`src/rtl/mem_arb_pkg.sv`:
```
// Shared types and constants for the two-port static RAM arbiter.
// MEM_ARB_FIXED_PRI_EN (optional) selects fixed priority inside rr_arb2.
package mem_arb_pkg;

  localparam int WORD_SIZE_DEF  = 16;
  localparam int ADDR_WIDTH_DEF = 16;

  localparam logic PORT_IFETCH = 1'b0;
  localparam logic PORT_DATA   = 1'b1;

  typedef enum logic [2:0] {
    IDLE   = 3'd0,
    ADDR   = 3'd1,
    SETUP  = 3'd2,
    ACCESS = 3'd3,
    DONE   = 3'd4
  } state_e;

endpackage

```
`src/rtl/mem_arbiter_rr_arb2.sv`:
```
// Two-way request picker with a round-robin pointer.
// Build with MEM_ARB_FIXED_PRI_EN for fixed priority (port 0 wins, no pointer).
module rr_arb2 (
  input  logic       clk,
  input  logic       rst_n,
  input  logic [1:0] req,
  input  logic       advance,
  output logic       grant,
  output logic       any
);

  assign any = |req;

`ifdef MEM_ARB_FIXED_PRI_EN
  logic unused_rr;
  assign unused_rr = ^{clk, rst_n, advance};

  always_comb begin
    grant = ~req[0] & req[1];
  end
`else
  // ptr_q names the port preferred on the next simultaneous request
  logic ptr_q, ptr_d;

  always_comb begin
    if (req[0] && req[1]) begin
      grant = ptr_q;
    end else begin
      grant = req[1];
    end
    ptr_d = ptr_q;
    if (advance && any) begin
      ptr_d = ~grant;
    end
  end

  always_ff @(posedge clk or negedge rst_n) begin
    if (!rst_n) begin
      ptr_q <= 1'b0;
    end else begin
      ptr_q <= ptr_d;
    end
  end
`endif

endmodule

```
`src/rtl/mem_arbiter.sv`:
```
// Shares one static RAM between an instruction-fetch port and a data port.
// Arbitration mode follows MEM_ARB_FIXED_PRI_EN (see rr_arb2).
//
// state  | meaning
// IDLE   | waiting for a request; winner's addr/data/we captured on exit
// ADDR   | mem_clk2 high, memory latches mem_addr
// SETUP  | mem_rd/mem_wr settle before the access strobe
// ACCESS | mem_clk1 high, memory performs the read or write
// DONE   | ack to the granted port, read data presented on rdata
module mem_arbiter
  import mem_arb_pkg::*;
#(
  parameter int WordSize  = WORD_SIZE_DEF,
  parameter int AddrWidth = ADDR_WIDTH_DEF
) (
  input  logic                 clk,
  input  logic                 rst_n,
  input  logic                 req0,
  input  logic                 we0,
  input  logic [AddrWidth-1:0] addr0,
  input  logic [WordSize-1:0]  wdata0,
  output logic                 ack0,
  input  logic                 req1,
  input  logic                 we1,
  input  logic [AddrWidth-1:0] addr1,
  input  logic [WordSize-1:0]  wdata1,
  output logic                 ack1,
  output logic [WordSize-1:0]  rdata,
  output logic                 gnt_id,
  output logic                 busy,
  output logic [AddrWidth-1:0] mem_addr,
  output logic [WordSize-1:0]  mem_din,
  input  logic [WordSize-1:0]  mem_dout,
  output logic                 mem_clk1,
  output logic                 mem_clk2,
  output logic                 mem_rd,
  output logic                 mem_wr
);

  state_e                state_q, state_d;
  logic [AddrWidth-1:0]  mem_addr_q, mem_addr_d;
  logic [WordSize-1:0]   mem_din_q, mem_din_d;
  logic [WordSize-1:0]   rdata_q, rdata_d;
  logic                  we_q, we_d;
  logic                  gnt_q, gnt_d;
  logic                  busy_q, busy_d;
  logic                  ack0_q, ack0_d;
  logic                  ack1_q, ack1_d;
  logic                  clk1_q, clk1_d;
  logic                  clk2_q, clk2_d;
  logic                  rd_q, rd_d;
  logic                  wr_q, wr_d;

  logic arb_grant, arb_any, arb_adv;

  rr_arb2 u_arb (
    .clk     (clk),
    .rst_n   (rst_n),
    .req     ({req1, req0}),
    .advance (arb_adv),
    .grant   (arb_grant),
    .any     (arb_any)
  );

  always_comb begin
    state_d    = state_q;
    mem_addr_d = mem_addr_q;
    mem_din_d  = mem_din_q;
    we_d       = we_q;
    gnt_d      = gnt_q;
    rdata_d    = rdata_q;
    arb_adv    = 1'b0;

    case (state_q)
      IDLE: begin
        if (arb_any) begin
          arb_adv = 1'b1;
          gnt_d   = arb_grant;
          if (arb_grant == PORT_DATA) begin
            mem_addr_d = addr1;
            mem_din_d  = wdata1;
            we_d       = we1;
          end else begin
            mem_addr_d = addr0;
            mem_din_d  = wdata0;
            we_d       = we0;
          end
          state_d = ADDR;
        end
      end
      ADDR:   state_d = SETUP;
      SETUP:  state_d = ACCESS;
      ACCESS: begin
        // memory drove mem_dout on the clk1 strobe of this state
        if (!we_q) begin
          rdata_d = mem_dout;
        end
        state_d = DONE;
      end
      DONE:    state_d = IDLE;
      default: state_d = IDLE;
    endcase

    // Outputs are decoded from the next state so they arrive registered
    busy_d = (state_d != IDLE);
    clk2_d = (state_d == ADDR);
    clk1_d = (state_d == ACCESS);
    rd_d   = ((state_d == SETUP) || (state_d == ACCESS)) && !we_d;
    wr_d   = ((state_d == SETUP) || (state_d == ACCESS)) && we_d;
    ack0_d = (state_d == DONE) && (gnt_d == PORT_IFETCH);
    ack1_d = (state_d == DONE) && (gnt_d == PORT_DATA);
  end

  always_ff @(posedge clk or negedge rst_n) begin
    if (!rst_n) begin
      state_q    <= IDLE;
      mem_addr_q <= '0;
      mem_din_q  <= '0;
      rdata_q    <= '0;
      we_q       <= 1'b0;
      gnt_q      <= 1'b0;
      busy_q     <= 1'b0;
      ack0_q     <= 1'b0;
      ack1_q     <= 1'b0;
      clk1_q     <= 1'b0;
      clk2_q     <= 1'b0;
      rd_q       <= 1'b0;
      wr_q       <= 1'b0;
    end else begin
      state_q    <= state_d;
      mem_addr_q <= mem_addr_d;
      mem_din_q  <= mem_din_d;
      rdata_q    <= rdata_d;
      we_q       <= we_d;
      gnt_q      <= gnt_d;
      busy_q     <= busy_d;
      ack0_q     <= ack0_d;
      ack1_q     <= ack1_d;
      clk1_q     <= clk1_d;
      clk2_q     <= clk2_d;
      rd_q       <= rd_d;
      wr_q       <= wr_d;
    end
  end

  assign ack0     = ack0_q;
  assign ack1     = ack1_q;
  assign rdata    = rdata_q;
  assign gnt_id   = gnt_q;
  assign busy     = busy_q;
  assign mem_addr = mem_addr_q;
  assign mem_din  = mem_din_q;
  assign mem_clk1 = clk1_q;
  assign mem_clk2 = clk2_q;
  assign mem_rd   = rd_q;
  assign mem_wr   = wr_q;

endmodule

```
`config.mk`:
```
export PLATFORM = sky130hd
export DESIGN_NAME = mem_arbiter
export DESIGN_NICKNAME = d
export VERILOG_FILES = /design/src/rtl/mem_arb_pkg.sv /design/src/rtl/mem_arbiter_rr_arb2.sv /design/src/rtl/mem_arbiter.sv
export SDC_FILE = /design/constraint.sdc
export NUM_CORES = 1
export LEC_CHECK = 0
export CORE_ASPECT_RATIO = 0.9
export CORE_MARGIN = 2
export CORE_UTILIZATION = 45
export CTS_BUF_LIST = sky130_fd_sc_hd__clkbuf_4 sky130_fd_sc_hd__clkbuf_8
export DETAILED_ROUTE_END_ITERATION = 6
export PLACE_DENSITY = 0.95
export SLEW_MARGIN = 20
export SYNTH_ARGS = -nofsm -noshare
export SYNTH_HDL_FRONTEND = slang
export SYNTH_SLANG_ARGS = --single-unit
```
`constraint.sdc`:
```
create_clock -name clk -period 4.2 [get_ports clk]
set_clock_uncertainty 0.2 [all_clocks]
set_input_delay 0.84 -clock clk [delete_from_list [all_inputs] [get_ports clk]]
set_output_delay 0.84 -clock clk [all_outputs]
set_load 0.02 [all_outputs]
```
After elaboration in Yosys (flattened, before gate mapping)
Cells that the tools add are included.

Word-level logic and storage cells: 49. Flip-flop bits (word level): 61.

Reduce and logical (&&, ||, !) cells: 13. Equality and inequality tests: 7. Bitwise logic cells: 3. Multiplexer cells: 12.

Operators by type and width (number): two-way mux 16 bit (2); == test 3 x 2 -> 1 bit, second input constant (4); case mux 3 bit (4 select lines) (1); two-way mux 1 bit (8); == test 3 x 1 -> 1 bit, second input constant (2); logical AND 1 bit (6); AND reduction 2 bit (2); == test 3 bit, second input constant (1); logical NOT 3 bit (1); two-way mux 3 bit (1); NOT 1 bit (3); nonzero test 3 bit (1); OR reduction 2 bit (1); logical NOT 1 bit (1); logical OR 1 bit (1).

Longest topological paths before layout
Gate-level depths: netlist (run 1).

Word-level depth: 7. Mapped depth: 5. Gate-level depth less buffers: 4.

Hierarchy
Synthesis (run 1) repeated with hierarchy kept, for this count alone.

Cell total of the unflattened synthesis: 176. Area total of the unflattened synthesis: 2720.1 µm².

By module, submodules not included: mem_arbiter (cells each 170, times used 1, area each 2666.3 µm²); rr_arb2 (cells each 6, times used 1, area each 53.8 µm²).

Worst setup path before layout (run 1)
OpenSTA, ideal clock, no wires.

Path type: input -> register. Start: in req0. End: reg mem_addr_q[7] (netlist: mem_addr[7]). Required time: 3.872 ns. Arrival time: 1.569 ns. Path buffers: 2. Slack: 2.303 ns. Cell stages on the path: 5. Cells stage by stage: nor2b_1 buf_2 buf_6 o32ai_1 a2bb2oi_2.

Longest elaborated chain between the ends: 3. Elaborated cells on any way between the ends: 5. Classes of those cells: mux (2); reduce/logical (3).

Ends and longest elaborated chain: from (decl) (RTL line mem_arbiter.sv:18) `input logic req0,`; logical AND 1 bit (RTL line mem_arbiter_rr_arb2.sv:26) `if (req[0] && req[1]) begin`; two-way mux 1 bit (RTL line mem_arbiter_rr_arb2.sv:26); two-way mux 16 bit (RTL line mem_arbiter.sv:79) `if (arb_grant == PORT_DATA) begin`; to (signal assigned) (RTL line mem_arbiter.sv:131) `mem_addr_q <= mem_addr_d;`; to (decl) (RTL line mem_arbiter.sv:41) `logic [AddrWidth-1:0] mem_addr_q, mem_addr_d;`.

Several ways; a longest one is shown, not always the timed one. A chain may end at the register's enable or synchronous reset.

Final worst setup path (run 1)
Start: in req1. End: reg mem_din_q[8] (netlist: mem_din[8]).

Longest elaborated chain between the ends: 3. Elaborated cells on any way between the ends: 5. Classes of those cells: mux (2); reduce/logical (3).

Ends and longest elaborated chain: from (decl) (RTL line mem_arbiter.sv:23) `input logic req1,`; logical AND 1 bit (RTL line mem_arbiter_rr_arb2.sv:26); two-way mux 1 bit (RTL line mem_arbiter_rr_arb2.sv:26); two-way mux 16 bit (RTL line mem_arbiter.sv:79); to (signal assigned) (RTL line mem_arbiter.sv:132) `mem_din_q <= mem_din_d;`; to (decl) (RTL line mem_arbiter.sv:42) `logic [WordSize-1:0] mem_din_q, mem_din_d;`.

Several ways; a longest one is shown, not always the timed one.

==> results of run 1 <==
[worst register-to-register path, cell delays in order, from the launching register on]
cell	delay [ps]
dfrtp_1	480
nor3_4	850
o21ai_4	190
clkinv_4	360
a2bb2oi_1	240
[stage by stage]
stage / utilization, % / instances / setup slack (ps) / power (uW)
2_1_floorplan: - / 186 / 2300 / 2280
3_3_place_gp: 68.6 / 398 / 1150 / 2900
3_5_place_dp: 68.6 / 398 / 1090 / 2970
4_1_cts: 71.4 / 413 / 1440 / 3430
5_1_grt: 71.4 / 413 / 1270 / 3570
6_report: 71.4 / 413 / 1430 / 3400
[report_power, final]
group,switching [uW],internal [uW]
clock network,206,245
registers,213,874
logic,866,994
total,1290,2110
[metal layers]
layer  wire length (um)  vias up  track usage [%]  share of wire (%)
li1                   -     1018                -                  -
met2               4000       74             38.2                 53
met3                347       10             5.65                4.6
met5                  0        -                0                  0
met4                113        0             8.18                1.5
met1               3140     1120             26.3                 41
[cell type report]
cell class,count,area (sq um),share of cell area [%]
Sequential cell,61,1530,34.6
Timing Repair Buffer,144,1430,32.4
Multi-Input combinational cell,103,1160,26.3
Clock buffer,13,160,3.63
Tap cell,87,109,2.47
Inverter,3,16.3,0.369
Clock inverter,2,10.0,0.227
[cells in the final DEF, fill, tap and decap left out, types with 2 or more instances in the layout]
master and n:
dfrtp_1 61, a2bb2oi_2 29, buf_4 3, clkdlybuf4s50_1 140, mux2_2 6, a21oi_1 2, nor2_1 2, mux2_4 10
clkbuf_8 10, o32ai_1 33, a2bb2oi_1 4, clkinv_2 2, clkbuf_4 3
[how the worst max path moves through the flow]
stage | from | end | slack [ps]
after floorplan | req0 | mem_addr[7] | 2300
after global placement | req1 | mem_din[8] | 1150
after detailed placement | req1 | mem_addr[2] | 1090
after CTS | req0 | mem_din[1] | 1440
after global routing | req0 | mem_addr[4] | 1270
final | req1 | mem_din[8] | 1430
[kinds of logic after synthesis]
group                     after synthesis
muxes                                  16
buffers and inverters                  22
AOI/OAI and AO/OA                      74
DFF                                    61
and+or+nand+nor                        12
xor gates and xnor gates                1
[registers in the layout (all words and copies together), names as in the netlist]
signal	count
ack1	1
mem_clk2	1
ack0	1
mem_rd	1
u_arb.ptr_q	1
mem_wr	1
state_q	3
gnt_id	1
busy	1
rdata	16
mem_clk1	1
we_q	1
mem_din	16
mem_addr	16
==> flow_metrics.env, run 1 <==
export IMPL_status="complete, no violations"
export IMPL_clockRootBuffer="clkbuf_8"
export IMPL_fin_tns_setup_ps=0
export IMPL_synth_most_common_cell="dfrtp_1"
export IMPL_ys_seq_elements=61
export IMPL_max_freq_ghz=0.361
export IMPL_cp_depth=4
export IMPL_min_period_over_period_pct=66.0
export IMPL_cp_top_family="compound AO/OA/AOI/OAI gates"
export IMPL_drt_wl_total_mm=7.60
export IMPL_grt_pass1_vias=2311
export IMPL_syn_area_sq_um=2900
export IMPL_h_tree_depth=3
export IMPL_fin_hold_ws_ps=309
export IMPL_clk_pin_slew_ps=60
export IMPL_tritoncts_num_buffers=9
export IMPL_clock_latency_ps=320
export IMPL_row_count=27
export IMPL_ios=142
export IMPL_hold_buffers=0
export IMPL_antenna_found_initial=0
export IMPL_initial_core_util_pct=46.8
export IMPL_drive_gt1_share_pct=22.1
export IMPL_avgSynthCellArea_sq_um=15.6
export IMPL_clock_sinks=61
export IMPL_synth_nets=272
export IMPL_endpoint_kind="flip-flop"
export IMPL_nets=408
export IMPL_critPathMaxStageDelay_ps=860
export IMPL_fp_dieW_um=88.6
export IMPL_crit_path_max_fanout=33
export IMPL_yosysUniqueCellTypes=34
export IMPL_layout_min_cycle_time_ps=2770
export IMPL_rr_worst_depth=4
export IMPL_cts_max_path_buffers=2
export IMPL_synthAdderAreaFrac_pct=0
export IMPL_synth_top_family_by_area="compound AO/OA/AOI/OAI gates"
export IMPL_slew_headroom_pct=29.0
export IMPL_powerDensity_nw_per_um2=770
export IMPL_grt_usage_pct=22.1
export IMPL_grt_pass1_wl_mm=11.7
export IMPL_cts_resized=0
export IMPL_vias_per_cell=5.38
export IMPL_r2r_setup_slack_ps=1800
export IMPL_start_kind="primary input"
export IMPL_synth_top_area_share_pct=52.7
export IMPL_crit_chain="clkdlybuf4s50_1 > a21bo_1 > o32ai_1 > a2bb2oi_2"
export IMPL_io_buffers=141
export IMPL_worst_ir_drop_vdd_mv=0.532
export IMPL_synth_edf_count=0
export IMPL_fillers=439
export IMPL_critical_path_class="primary input to flip-flop"
export IMPL_synth_area_mux_share_pct=7.52
export IMPL_dpl_hpwl_mm=5.41
export IMPL_grt_max_degree=44
export IMPL_dpl_cell_area_sq_um=4240
export IMPL_synth_common_cells="dfrtp_1 (61), o32ai_1 (33), a2bb2oi_2 (29)"
export IMPL_synth_simple_gate_area_share_pct=3.67
export IMPL_min_path_cells=1
export IMPL_max_cap_viol_count=0
export IMPL_grt_overflow=0
export IMPL_die_area_sq_um=7090
export IMPL_p_leak_uw=0.00174
export IMPL_cts_tree="done"
export IMPL_hold_viol_final=0
export IMPL_cp_num_buf_inv=1
export IMPL_final_area_sq_um=4410
export IMPL_synthCells=186
export IMPL_hold_end="rdata[0]"
export IMPL_post_cts_buffers=0
export IMPL_cpMaxStageDelayCell="a21bo_1"
export IMPL_async_flop_share_pct=100
export IMPL_hold_path_class="flip-flop to flip-flop"
export IMPL_drcViolationCount=0
export IMPL_setup_viol=0
export IMPL_antennaDiodeCount=0
export IMPL_ant_nets=0
export IMPL_r2r_end="mem_din[1]"
export IMPL_ys_seq_area_share_pct=52.7
export IMPL_yosys_warnings=0
export IMPL_synth_top_cells_by_area="dfrtp_1 (53%), a2bb2oi_2 (15%), o32ai_1 (10%)"
export IMPL_min_from="rdata[0]"
export IMPL_ys_flop_type="dfrtp_1"
export IMPL_crit_arrival_ps=2820
export IMPL_yosys_area_share_xor_xnor_pct=0.303
export IMPL_routedWlPerCell_um=18.4
export IMPL_synth_compound_area_share_pct=28.5
export IMPL_tightest_slew_ps=1060
export IMPL_maxSlewViolCount=0
export IMPL_first_iter_violations=141
export IMPL_r2r_start="state_q[0]"
export IMPL_core_sq_um=6180
export IMPL_crit_required_ps=4250
export IMPL_die_h_um=80.1
export IMPL_via_count=2222
export IMPL_drt_pass1_iterations=4
export IMPL_rsz0062_at_grt="no"
export IMPL_place_gp_congestion=0.758
export IMPL_yosys_area_top_type="dfrtp_1"
export IMPL_synthToLayoutAreaGrowth_pct=52.4
Note: power is estimated with default switching activity, not from simulation.
==> run 2: changes to the inputs <==
--- a/config.mk
+++ b/config.mk
@@ -7,10 +7,10 @@
 export LEC_CHECK = 0
 export CORE_ASPECT_RATIO = 0.9
 export CORE_MARGIN = 2
-export CORE_UTILIZATION = 45
+export CORE_UTILIZATION = 42
 export CTS_BUF_LIST = sky130_fd_sc_hd__clkbuf_4 sky130_fd_sc_hd__clkbuf_8
 export DETAILED_ROUTE_END_ITERATION = 6
-export PLACE_DENSITY = 0.95
+export PLACE_DENSITY = 0.9
 export SLEW_MARGIN = 20
 export SYNTH_ARGS = -nofsm -noshare
 export SYNTH_HDL_FRONTEND = slang
==> constraint.sdc (replaced) <==
create_clock -name clk -period 2.9 [get_ports clk]
set_clock_uncertainty 0.2 [all_clocks]
set_input_delay 0.58 -clock clk [delete_from_list [all_inputs] [get_ports clk]]
set_output_delay 0.58 -clock clk [all_outputs]
set_load 0.02 [all_outputs]
==> run 2 against run 1 <==
Against the previous run: non-clock buffer count rose by 2; via count up 0.41%; die area increased by 6.8%; register-to-register slack worse by 920 ps; flip-flop and latch count unchanged; largest power group unchanged.
==> flow_metrics.env, run 2 (synthesized netlist as in run 1, its figures left out) <==
export IMPL_setup_viol=0
export IMPL_dp_cells=403
export IMPL_synthToLayoutAreaGrowth_pct=53.3
export IMPL_status="complete, no violations"
export IMPL_crit_required_ps=2950
export IMPL_dpl_hpwl_mm=5.40
export IMPL_via_count=2231
export IMPL_layout_min_cycle_time_ps=2490
export IMPL_fin_util_pct=67.0
export IMPL_clock_sinks=61
export IMPL_grt_max_degree=36
export IMPL_grt_pass1_wl_mm=11.5
export IMPL_tritoncts_num_buffers=9
export IMPL_endpoint_kind="flip-flop"
export IMPL_hold_viol_final=0
export IMPL_initial_core_util_pct=43.7
export IMPL_maxSlewViolCount=0
export IMPL_hold_buffers=0
export IMPL_grt_pass1_vias=2227
export IMPL_grt_usage_pct=20.0
export IMPL_mostFrequentLayoutCell="clkdlybuf4s50_1"
export IMPL_cts_max_path_buffers=2
export IMPL_ant_nets=0
export IMPL_ios=142
export IMPL_cts_tree="done"
export IMPL_final_cells=419
export IMPL_rsz0062_at_grt="no"
export IMPL_nets=410
export IMPL_max_cap_viol_count=0
export IMPL_hold_path_class="primary input to asynchronous set/reset pin"
export IMPL_drcViolationCount=0
export IMPL_drt_pass1_iterations=4
export IMPL_final_cell_mix="clkdlybuf4s50_1 (140), dfrtp_1 (61), o32ai_1 (33), a2bb2oi_2 (29), mux2_4 (10)"
export IMPL_place_gp_congestion=0.745
export IMPL_first_iter_violations=60
export IMPL_routedWlPerCell_um=18.1
export IMPL_io_buffers=141
export IMPL_fin_tns_setup_ps=0
export IMPL_antenna_found_initial=0
export IMPL_crit_path_max_fanout=33
export IMPL_p_leak_uw=0.00175
export IMPL_row_count=28
export IMPL_vias_per_cell=5.32
export IMPL_slew_headroom_pct=29.9
export IMPL_critical_path_class="primary input to flip-flop"
export IMPL_start_kind="primary input"
export IMPL_drt_wl_total_mm=7.56
export IMPL_max_freq_ghz=0.402
export IMPL_worst_ir_drop_vdd_mv=0.614
export IMPL_post_cts_buffers=0
export IMPL_powerDensity_nw_per_um2=1110
export IMPL_crit_arrival_ps=2530
export IMPL_h_tree_depth=3
export IMPL_die_area_sq_um=7570
export IMPL_tightest_slew_ps=1050
export IMPL_clk_pin_slew_ps=60
export IMPL_core_sq_um=6620
export IMPL_fin_hold_ws_ps=134
export IMPL_antennaDiodeCount=0
export IMPL_min_period_over_period_pct=85.7
export IMPL_clock_latency_ps=320
export IMPL_drive_gt1_share_pct=22.8
export IMPL_clockRootBuffer="clkbuf_8"
export IMPL_fp_dieW_um=91.5
export IMPL_die_h_um=82.8
export IMPL_cts_resized=0
export IMPL_grt_overflow=0
## run 2: path summary, 6_finish.rpt
kind | slack (ps) | startpoint | to | depth (start not counted)
min in group clk | 310 | rdata[1] | rdata[1] | 1
hold / removal | 130 | rst_n | rdata[1] | 1
setup / recovery | 410 | req1 | mem_addr[5] | 4
setup reg to reg | 880 | u_arb.ptr_q | mem_addr[5] | 3
hold reg to reg | 310 | rdata[1] | rdata[1] | 1
max in group asynchronous | 1750 | rst_n | mem_din[0] | 2
## run 2: layout make-up
type	count	area, sq um
clock inverter	5	27.5
inverter	3	16.3
tap	90	113
clock buffer	11	139
multi-input combinational	103	1160
timing repair buffer	146	1460
sequential	61	1530
fill	472	2180
## run 2: layer usage
| layer | up-vias | global-route usage [%] | share of wire [%] |
|---|---|---|---|
| met5 | - | 0 | 0 |
| met4 | 0 | 9.09 | 2.9 |
| met3 | 17 | 3.54 | 4.5 |
| met2 | 81 | 34.6 | 51 |
| met1 | 1112 | 24.8 | 41 |
| li1 | 1021 | - | - |
## run 2: power by group
group          internal [uW]  switching (uW)  total [uW]
Combinational           1450            1250        2710
Clock                    323             308         630
Sequential              1260             306        1570
Total                   3040            1870        4910
## run 2: stage by stage
step           power (uW)  cell area, sq um  worst slack [ps]
2_1_floorplan        3300              2900              1260
5_1_grt              5180              4440               263
3_5_place_dp         4310              4270              47.0
4_1_cts              4960              4440               380
3_3_place_gp         4240              4270               115
6_report             4910              4440               414
## run 2: critical path: stages
cell and delay (ps):
clkdlybuf4s50_1 610, a21bo_1 850, o32ai_1 280, a2bb2oi_2 200
==> RTL change 1: new RTL, flow settings as in run 2 <==
`mem_addr_q`, `mem_din_q` and `rdata_q` no longer have a reset.
--- a/src/rtl/mem_arbiter.sv
+++ b/src/rtl/mem_arbiter.sv
@@ -114,9 +114,6 @@
   always_ff @(posedge clk or negedge rst_n) begin
     if (!rst_n) begin
       state_q    <= IDLE;
-      mem_addr_q <= '0;
-      mem_din_q  <= '0;
-      rdata_q    <= '0;
       we_q       <= 1'b0;
       gnt_q      <= 1'b0;
       busy_q     <= 1'b0;
@@ -128,9 +125,6 @@
       wr_q       <= 1'b0;
     end else begin
       state_q    <= state_d;
-      mem_addr_q <= mem_addr_d;
-      mem_din_q  <= mem_din_d;
-      rdata_q    <= rdata_d;
       we_q       <= we_d;
       gnt_q      <= gnt_d;
       busy_q     <= busy_d;
@@ -141,6 +135,12 @@
       rd_q       <= rd_d;
       wr_q       <= wr_d;
     end
+  end
+
+  always_ff @(posedge clk) begin
+    mem_addr_q <= mem_addr_d;
+    mem_din_q  <= mem_din_d;
+    rdata_q    <= rdata_d;
   end
 
   assign ack0     = ack0_q;
Behaviour: not the same (a bounded check fails within 4 cycles, from zero or initial values and one cycle with rst_n low).
==> RTL change 1 against run 2 <==
  * Count of clock-buffer cells in the layout shrank 1
  * Register-to-register slack better by 0.13 ns
  * Sequential cell count is the same
  * Worst setup slack better by 0.31 ns
  * Critical path type is now flop to primary output
  * Design area fell by 5.2%
  * Cell count shrank 16%
  * Sequential share of layout area is 7.6 points higher
  * Critical endpoint is now gnt_id
  * Worst hold slack better by 0.19 ns
  * Routed wire length down 20%
  * Area after synthesis decreased by 14%
Power is not compared: it rests on default switching activity, and its combinational part moved more than twofold at a synthesized area within 25%.
==> RTL change 1: results <==
group,metric,value,unit
critical_path,r2r-end,"mem_din[12]",
placed_design,placed_cell_area,0.00396,mm2
yosys,synth_common_cells,"edfxtp_1, mux2_4, dfrtp_1",
yosys,synth-async-reset-ratio,0.213,
finish,area_growth,69.2,%
finish,final_nets,362,
yosys,synth_fp_nets,210,
critical_path,critPathSlowestCell,"clkdlybuf4s50_1",
yosys,yosysUniqueCellTypes,23,
drt,drt-initial-drc-count,36,
critical_path,ff2ff_setup_slack,1.01,ns
yosys,synth_xor_area_frac,0.00352,
drt,finalWirelength,6040,um
grt,grt_pass1_vias,1710,
hold_path,hp-class,"flop to flop",
critical_path,cp_max_fo,4,
run_status,status,"completed",
yosys,ys_seq_area_frac,0.710,
critical_path,crit_family,"buffers and inverters",
critical_path,r2r-start,"state_q[0]",
grt,grt_use_met2,0.351,
yosys,synth_compound_area_frac,0.0181,
critical_path,worstSetupEndpoint,"gnt_id",
sta,slew_headroom,0.634,
critical_path,cpPeakStageDelay,0.64,ns
grt,grt_max_degree,33,
finish,layout-drive-gt1-share,0.199,
drt,via_per_inst,4.68,
placed_design,dp_hpwl,4550,um
critical_path,setup.worst_path.start,"gnt_id",
yosys,muxShareOfSynthArea,0.190,
yosys,synth-edff-count,48,
critical_path,cp.arrival,1.39,ns
clock_tree,clk_latency,0.32,ns
clock_tree,ctsResizeCount,0,
grt,grt_util_met3,0.0291,
finish,n_antenna_cell,0,
grt,use_met1,0.194,
grt,grt_pass1_wl,8960,um
sta,whs,0.325,ns
finish,fillCellCount,351,
yosys,synthTopCellsByArea,"edfxtp_1, mux2_4, dfrtp_1",
placed_design,gp_congestion,0.748,
grt,track_usage,0.184,
RTL change 1: where the power goes:
group          leakage, nW  total (mW)  internal, mW  switching, mW
Combinational        0.919        1.23         0.636          0.593
Sequential           0.606        1.38          1.26          0.121
Clock                0.127       0.926         0.594          0.332
RTL change 1: final cells by class:
cell class / instances / area share
timing repair buffer: 144 / 0.344
clock inverter: 6 / 0.0256
multi-input combinational: 58 / 0.156
inverter: 2 / 0.00178
tap: 70 / 0.0208
sequential: 61 / 0.420
clock buffer: 10 / 0.0327
RTL change 1: through the flow:
stage               cells  worst slack, ns
floorplan             124           0.0705
global placement      335            0.431
detailed placement    335            0.388
CTS                   351            0.713
global route          351            0.668
finish                351            0.727
RTL change 1: routing by layer:
metal	part of all wire	vias up
li1	-	775
met1	0.37	807
met2	0.58	48
met3	0.027	12
met4	0.026	0
met5	0	-
==> RTL change 2: new RTL, config.mk and constraints of run 2 <==
Made on the original files. The option `MEM_ARB_FIXED_PRI_EN` is turned on by a define.
--- a/src/rtl/mem_arbiter_rr_arb2.sv
+++ b/src/rtl/mem_arbiter_rr_arb2.sv
@@ -1,5 +1,7 @@
 // Two-way request picker with a round-robin pointer.
 // Build with MEM_ARB_FIXED_PRI_EN for fixed priority (port 0 wins, no pointer).
+`define MEM_ARB_FIXED_PRI_EN
+
 module rr_arb2 (
   input  logic       clk,
   input  logic       rst_n,
Check against the original RTL: not equivalent (Yosys sat finds a counterexample within 10 cycles, from zero or initial values and one cycle with rst_n low).
==> RTL change 2 against run 2 <==
  * Design area rose by 1.1%
  * Worst setup slack gained 0.25 ns
  * Die area shrank 3.7%
  * Area after synthesis is 3.9% lower
  * Via count decreased by 13%
  * Critical path depth grew 1
  * Total power down 0.35%
  * Critical endpoint is now mem_din[3]
  * Global-route usage shrank 0.99 points
  * Core utilization increased by 2.2 points
  * Sequential cell count shrank 1
  * Routed wire length is 13% lower
  * Largest power group unchanged
==> RTL change 2: results <==
group,metric,value,unit
placed_design,dp_hpwl,4740,um
critical_path,critPathSlowestCell,"clkdlybuf4s50_1",
yosys,synth_xor_area_frac,0.00315,
grt,grt_pass1_wl,10800,um
power_and_ir_drop,swShare,0.332,
grt,grt_use_met2,0.333,
drt,drt-initial-drc-count,42,
yosys,synth_compound_area_frac,0.00854,
power_and_ir_drop,p_leak,1.88,nW
finish,final_nets,404,
critical_path,cp_max_fo,28,
grt,use_met1,0.216,
power_and_ir_drop,ir_worst_vdd,734,uV
critical_path,rr_worst_depth,4,
critical_path,setup.worst_path.start,"req0",
finish,fillCellCount,486,
yosys,synthTopCellsByArea,"dfrtp_1, mux2_2, mux2_4",
finish,layout-drive-gt1-share,0.325,
grt,grt_max_degree,61,
yosys,yosysUniqueCellTypes,21,
grt,grt_util_met3,0.0696,
critical_path,ff2ff_setup_slack,0.84,ns
critical_path,worstSetupEndpoint,"mem_din[3]",
placed_design,place_ws,0.316,ns
placed_design,placed_cell_area,0.00424,mm2
yosys,muxShareOfSynthArea,0.362,
sta,whs,0.0565,ns
run_status,status,"completed",
finish,post-route-util,0.692,
drt,via_per_inst,4.72,
yosys,synthCells,172,
grt,grt_pass1_vias,2087,
yosys,ys_seq_area_frac,0.540,
yosys,synth_fp_nets,258,
grt,track_usage,0.190,
critical_path,r2r-start,"state_q[0]",
sta,worst_slack,0.660,ns
drt,finalWirelength,6570,um
critical_path,cp.arrival,2.25,ns
[RTL change 2: cell count changes after synthesis, sizes merged, moves of 9 or more]
cell     change
mux2        +64
a2bb2oi     -33
o32ai       -33
buf          -9
[RTL change 2: power by group through the flow]
stage / clock network [mW] / registers (mW) / logic [mW]
detailed placement: 0 / 1.53 / 2.47
global placement: 0 / 1.51 / 2.41
CTS: 0.931 / 1.53 / 2.49
floorplan: 0 / 1.98 / 1.00
global route: 0.970 / 1.58 / 2.59
finish: 0.912 / 1.52 / 2.46
[RTL change 2: cell type report]
cell class / count / share of cell area
timing repair buffer: 144 / 0.327
inverter: 1 / 0.000837
multi-input combinational: 102 / 0.258
sequential: 60 / 0.335
clock inverter: 4 / 0.0218
clock buffer: 12 / 0.0326
tap: 90 / 0.0251
[RTL change 2: per-layer routing]
metal | vias to the layer above | share of wire
li1 | 902 | -
met1 | 958 | 0.41
met2 | 79 | 0.51
met3 | 10 | 0.069
met4 | 0 | 0.014
met5 | - | 0
